$ cat src/rtl/pic_pkg.sv
// Shared constants for the interrupt request bank: trigger-mode encoding
// and the default channel count.
package pic_pkg;

  localparam logic TRIG_EDGE  = 1'b0;
  localparam logic TRIG_LEVEL = 1'b1;

  localparam int NUM_CH_DEF = 8;

endpackage

$ cat src/rtl/irr_prio_enc.sv
// Lowest-index priority encoder: idx is the lowest set bit of req, 0 when
// nothing is set. valid flags that at least one bit is set.
module irr_prio_enc #(
  parameter int N = 8,
  parameter int W = $clog2(N)
) (
  input  logic [N-1:0] req,
  output logic [W-1:0] idx,
  output logic         valid
);

  // Scan from the top down so the lowest set bit is the last to write idx.
  always_comb begin
    idx   = '0;
    valid = |req;
    for (int i = N - 1; i >= 0; i--) begin
      if (req[i]) idx = W'(i);
    end
  end

endmodule

$ cat src/rtl/irr_bank.sv
// Interrupt request register bank with per-channel edge/level triggering,
// acknowledge, masking and lowest-index request selection.
// Optional macro IRR_BANK_SYNC_EN inserts a 2-flop synchronizer on every
// ir_in bit; without it ir_in must already be synchronous to clk.
module irr_bank
  import pic_pkg::*;
#(
  parameter  int NUM_CH = NUM_CH_DEF,
  localparam int IDX_W  = $clog2(NUM_CH)
) (
  input  logic              clk,
  input  logic              rst_n,
  input  logic [NUM_CH-1:0] ir_in,
  input  logic [NUM_CH-1:0] trig_level,
  input  logic [NUM_CH-1:0] mask,
  input  logic              init_clr,
  input  logic              ack_valid,
  input  logic [IDX_W-1:0]  ack_idx,
  output logic [NUM_CH-1:0] irr,
  output logic              irq_any,
  output logic [IDX_W-1:0]  req_idx
);

  logic [NUM_CH-1:0] cond;
  logic [NUM_CH-1:0] hist;
  logic [NUM_CH-1:0] blk;
  logic [NUM_CH-1:0] trig_q;
  logic [NUM_CH-1:0] rise;
  logic [NUM_CH-1:0] mode_chg;
  logic [NUM_CH-1:0] ack_hit;
  logic [NUM_CH-1:0] irr_nxt;

`ifdef IRR_BANK_SYNC_EN
  logic [NUM_CH-1:0] sync1;
  logic [NUM_CH-1:0] sync2;

  // Two-stage synchronizer for asynchronous request lines.
  always_ff @(posedge clk or negedge rst_n) begin
    if (!rst_n) begin
      sync1 <= '0;
      sync2 <= '0;
    end else begin
      sync1 <= ir_in;
      sync2 <= sync1;
    end
  end

  assign cond = sync2;
`else
  assign cond = ir_in;
`endif

  // Edge history, post-clear blocking and previous trigger mode.
  // blk keeps an input that was already high at init_clr from counting as a
  // new edge; a bit is released once its input is seen low.
  always_ff @(posedge clk or negedge rst_n) begin
    if (!rst_n) begin
      hist   <= '0;
      blk    <= '0;
      trig_q <= '0;
    end else begin
      trig_q <= trig_level;
      if (init_clr) begin
        hist <= '0;
        blk  <= '1;
      end else begin
        hist <= cond;
        blk  <= blk & cond;
      end
    end
  end

  assign rise     = cond & ~hist & ~blk;
  assign mode_chg = trig_level ^ trig_q;

  // Decode the acknowledge; indices beyond NUM_CH-1 match no channel.
  always_comb begin
    ack_hit = '0;
    for (int i = 0; i < NUM_CH; i++) begin
      ack_hit[i] = ack_valid && (ack_idx == IDX_W'(i));
    end
  end

  // Per-channel next value: mode change clears, level follows input,
  // edge latches and a fresh edge beats a coincident ack.
  always_comb begin
    irr_nxt = '0;
    for (int i = 0; i < NUM_CH; i++) begin
      if (mode_chg[i])
        irr_nxt[i] = 1'b0;
      else if (trig_level[i] == TRIG_LEVEL)
        irr_nxt[i] = cond[i] & ~ack_hit[i];
      else
        irr_nxt[i] = rise[i] | (irr[i] & ~ack_hit[i]);
    end
  end

  // Request register; init_clr overrides everything else.
  always_ff @(posedge clk or negedge rst_n) begin
    if (!rst_n)
      irr <= '0;
    else if (init_clr)
      irr <= '0;
    else
      irr <= irr_nxt;
  end

  irr_prio_enc #(
    .N(NUM_CH),
    .W(IDX_W)
  ) u_prio (
    .req  (irr & ~mask),
    .idx  (req_idx),
    .valid(irq_any)
  );

endmodule

$ cat config.mk
export PLATFORM = sky130hd
export DESIGN_NAME = irr_bank
export DESIGN_NICKNAME = d
export VERILOG_FILES = /design/src/rtl/pic_pkg.sv /design/src/rtl/irr_prio_enc.sv /design/src/rtl/irr_bank.sv
export SDC_FILE = /design/constraint.sdc
export NUM_CORES = 1
export LEC_CHECK = 0
export ABC_AREA = 1
export CORE_MARGIN = 2
export CORE_UTILIZATION = 48
export CTS_BUF_LIST = sky130_fd_sc_hd__clkbuf_4
export DETAILED_ROUTE_END_ITERATION = 12
export GPL_TIMING_DRIVEN = 1
export PLACE_DENSITY = 0.86
export SLEW_MARGIN = 20
export SYNTH_ARGS = -nofsm -noshare
export SYNTH_HDL_FRONTEND = slang
export SYNTH_SLANG_ARGS = --single-unit
$ cat constraint.sdc
create_clock -name clk -period 1.3 [get_ports clk]
set_clock_uncertainty 0.15 [all_clocks]
set_input_delay 0.26 -clock clk [delete_from_list [all_inputs] [get_ports clk]]
set_output_delay 0.26 -clock clk [all_outputs]
set_load 0.005 [all_outputs]
Word level (Yosys, flattened, before mapping)
Cells that the tools add are included.

Equal/unequal tests: 7. Multiplexer cells: 27. Bitwise logic cells: 40. Reductions and logical operators: 10.

Operators with widths (count): $and A8 B8 Y8 (4); $mux W3 (8); $mux W8 (3); $not A8 Y8 (3); $and A1 B1 Y1 (16); $mux W1 (16); $eq A3 B3 Y1 const B (4); $logic_and A1 B1 Y1 (8); $not A1 Y1 (8); $or A1 B1 Y1 (8); $reduce_or A8 Y1 (1); $xor A8 B8 Y8 (1); $eq A3 B2 Y1 const B (2); $eq A3 B1 Y1 const B (1); $logic_not A3 Y1 (1).

Register bits after elaboration: 32. Bits of input ports: 31. Output and inout port bits: 12. Word-level logic and storage cells: 88.

Depth between registers and ports, before layout
Gate-level depths: netlist (run 1).

Depth after elaboration: 10. Gate-level depth with buffers: 8. Depth with buffers taken out: 8.

By module
From an unflattened synthesis (run 1), not the netlist that was laid out.

Cells, all modules: 175. Area total of the unflattened synthesis: 1426.4 sq um.

By module, submodules not included: irr_bank (times used 1, cells an instance 153, area an instance 1327.5 sq um, seq. area each 800.8 sq um); irr_prio_enc (times used 1, cells an instance 22, area an instance 98.8 sq um, seq. area each 0.0 sq um).

Worst setup path after synthesis (run 1)
No wires, ideal clock.

Kind: flip-flop to output port. Start: register irr[7]. End: output port req_idx[0]. Arrival: 0.824 ns. Required time: 0.890 ns. Setup slack: 0.066 ns. Stages on the path, launching flop included: 9. Path buffers: 0. Path through: dfrtp_1 > inv_1 > nor2_1 > nand2_1 > nand2_1 > nand2_1 > nand2_1 > nand2_1 > a21oi_1.

Word-level cells in the longest chain between the ends: 9.

RTL lines: start: declaration (line irr_bank.sv:19) `output logic [NUM_CH-1:0] irr,`; start signal: assignment (line irr_bank.sv:105) `irr <= irr_nxt;`; $and A8 B8 Y8 (line irr_bank.sv:112) `.req (irr & ~mask),`; $mux W3 (8 in a row) (line irr_prio_enc.sv:17) `if (req[i]) idx = W'(i);`; end: declaration (line irr_bank.sv:21) `output logic [IDX_W-1:0] req_idx`.

No other way between the ends.

Worst setup path after layout (run 1)
Start: input port mask[7]. End: output port req_idx[0].

Word-level cells in the longest chain between the ends: 10.

RTL lines: start: declaration (line irr_bank.sv:15) `input logic [NUM_CH-1:0] mask,`; $not A8 Y8 (line irr_bank.sv:112); $and A8 B8 Y8 (line irr_bank.sv:112); $mux W3 (8 in a row) (line irr_prio_enc.sv:17).

No other way between the ends.

==> reports/qor.csv, run 1 <==
metric,value,unit
simple-gate portion of the synthesized area,0.265,
Critical Path RT,890,ps
status,"finished, violations left",
Peak VDD IR,1350,uV
fillcell total,170,
Synth Area in Adders,0,
critical path's largest stage delay,480,ps
Gate Count Post-Synth,171,
reg2reg start,irr[3],
vias in the first global route,1532,
Worst Setup SP,mask[7],
Max Freq,542,MHz
WHS,108,ps
"most used cell, CP",nand2_1,
pwr dens,1000,nW/um^2
IO buf count,42,
Finished Core Util,0.817,
"Largest delay share family, worst path",buffers and inverters,
critical path type,in -> out,
largest net degree at the start of global routing,33,
Die ar.,3360,sq um
chip width,58.0,um
Reg power frac,0.474,
Worst Setup End Kind,output pin,
Syn Area/Cell,8.19,sq um
combinational share of power,0.183,
Final Instance Area,2250,sq um
RSZ-0062 raised after global routing,yes,
Initial DRT Pass Iterations,4,
Area growth syn-to-layout,60.9,%
total gr overflow,0,
FP Rows,19,
worst-margin pin slew,242,ps
Max Slew Vio Count,0,
clock power share,0.343,
Worst path slowest cell,clkdlybuf4s50_1,
xor and xnor area share after synthesis,0,
largest family of logic cells by synthesized area,simple AND/OR/NAND/NOR gates,
Vias,1472,
DR iter-0 viols,61,
Ports,43,
Final min period,1850,ps
crit path cell chain,"clkdlybuf4s50_1, nor2_2, nand2_1, nand2_1, nand2_1, nand2_1, nand2_2, a21oi_2, buf_2",
final setup fails,12,
total power draw,2.26,mW
WP buf/inv,2,
NetSw,0.570,mW
fin nets,283,
Yosys warning count,0,
post-route ant nets,0,
most frequent cells in the layout,"42 x nand2_1, 32 x dfrtp_1, 28 x buf_4",
max cap viols,0,
Rel. slew slack,0.838,
diode count,0,
number of vias per cell,5.18,
Avg WL per Cell,14.8,um
WL final,4210,um
register area share after synthesis,0.572,
CTS sink count,32,
final hold vios,0,
Core Box Area,2760,sq um
CTS tree,done,
Initial Util,0.508,
worst hold path class,in -> async,
initial antenna violation count,0,
clk buf depth,2,
worst setup margin,-547,ps
Worst Path Arrival,1440,ps
synth unique cells,15,
area post-placement,2060,sq um
"commonest non-fill, non-tap cell in the layout",nand2_1,
Leakage,1.19,nW
GP Congestion,0.794,
Critical Path Fanout Max,2,
die span in y,58.0,um
clk slew on worst S/H paths,100,ps
DRC errors left,0,
hpwl dp,2720,um
internal power,1.69,mW
first-pass GRT wire length,6450,um
share of layout cells above drive strength 1,0.292,
worst slack at placement,-939,ps
Yosys reg bits,32,
Tot GR Track Use,0.261,
syn nets,202,
failing checks,setup timing,
H-tree depth,2,
CTS root buf,clkbuf_4,
fraction of the mapped netlist area in compound gates,0.0885,
CP Launch Type,primary input,
CTS Buf Count,5,
hold buffers post-CTS,0,
Skew-Pair Late Insertion Delay,340,ps
post-route clock period utilization,1.42,
cell area after synthesis,1400,sq um
multiplexer share of the synthesized area,0,
Sw Ratio,0.252,
## layer usage
layer  wire (um)  GRT usage
met5           0          0
met3         270     0.0982
met4          73      0.113
met2        2260      0.464
met1        1610      0.273
## power by group through the flow
stage	Clock, mW	Sequential (mW)	Combinational (mW)
final	0.776	1.07	0.413
after floorplan	0	1.09	0.116
after CTS	0.780	1.07	0.392
after global placement	0	1.09	0.366
after detailed placement	0	1.09	0.380
after global routing	0.814	1.08	0.450
## cells in the mapped netlist
master	count	area share
nand2_1	48	0.13
dfrtp_1	32	0.57
nor2_1	25	0.067
inv_1	24	0.064
a21oi_1	11	0.039
nand4_1	8	0.036
o21ai_0	7	0.025
nor3_1	6	0.021
a21o_1	3	0.016
buf_2	2	0.0071
a31oi_1	1	0.0045
inv_2	1	0.0027
nor2_2	1	0.0045
nor2_4	1	0.0080
o21ai_1	1	0.0036
## sequential cells by signal (all words and copies together) (netlist names)
name    cells
blk         8
hist        8
irr         8
trig_q      8
## final cells by class
type                            instances  area, sq um  share of cell area
Inverter                               25         93.8              0.0416
Tap cell                               31         38.8              0.0172
Clock buffer                            6         45.0              0.0200
Timing Repair Buffer                   76          679               0.301
Multi-Input combinational cell        112          561               0.249
Clock inverter                          2         35.0              0.0155
Sequential cell                        32          801               0.355
## cell families (layout without fill, tap and decap cells)
family                 after synthesis  in the layout
AOI/OAI and AO/OA                   23             23
buffers and inverters               27            109
DFF                                 32             32
and+or+nand+nor                     89             89
## final timing paths
path / end / slack, ps / cells after the start
worst max-delay path: req_idx[0] / -550 / 9
worst min-delay path: irr[2] / 110 / 2
worst max register to register: irr[3] / 0 / 6
worst min register to register: blk[4] / 330 / 2
max in group asynchronous: hist[6] / 710 / 2
min in group clk: trig_q[2] / 260 / 1
## per-stage QoR
stage                     cells  TNS, ps
after global placement      269    -5450
final                       284    -2880
after floorplan             171        0
after global routing        284    -3360
after detailed placement    269    -6240
after CTS                   282    -2820
## what timing repair did
| action | in CTS | in global routing |
|---|---|---|
| pin swaps | 9 | 3 |
| setup endpoints to repair | 12 | 18 |
| gates resized for setup | 67 | 15 |
| setup buffers | 8 | 3 |
Note: power is estimated with default switching activity, not from simulation.
==> run 2: changes to the inputs <==
ABC_CLOCK_PERIOD_IN_PS = 1300   (was default)
==> results of run 2 <==
Same layout as run 1: the final DEF is identical, and so are final timing and power.
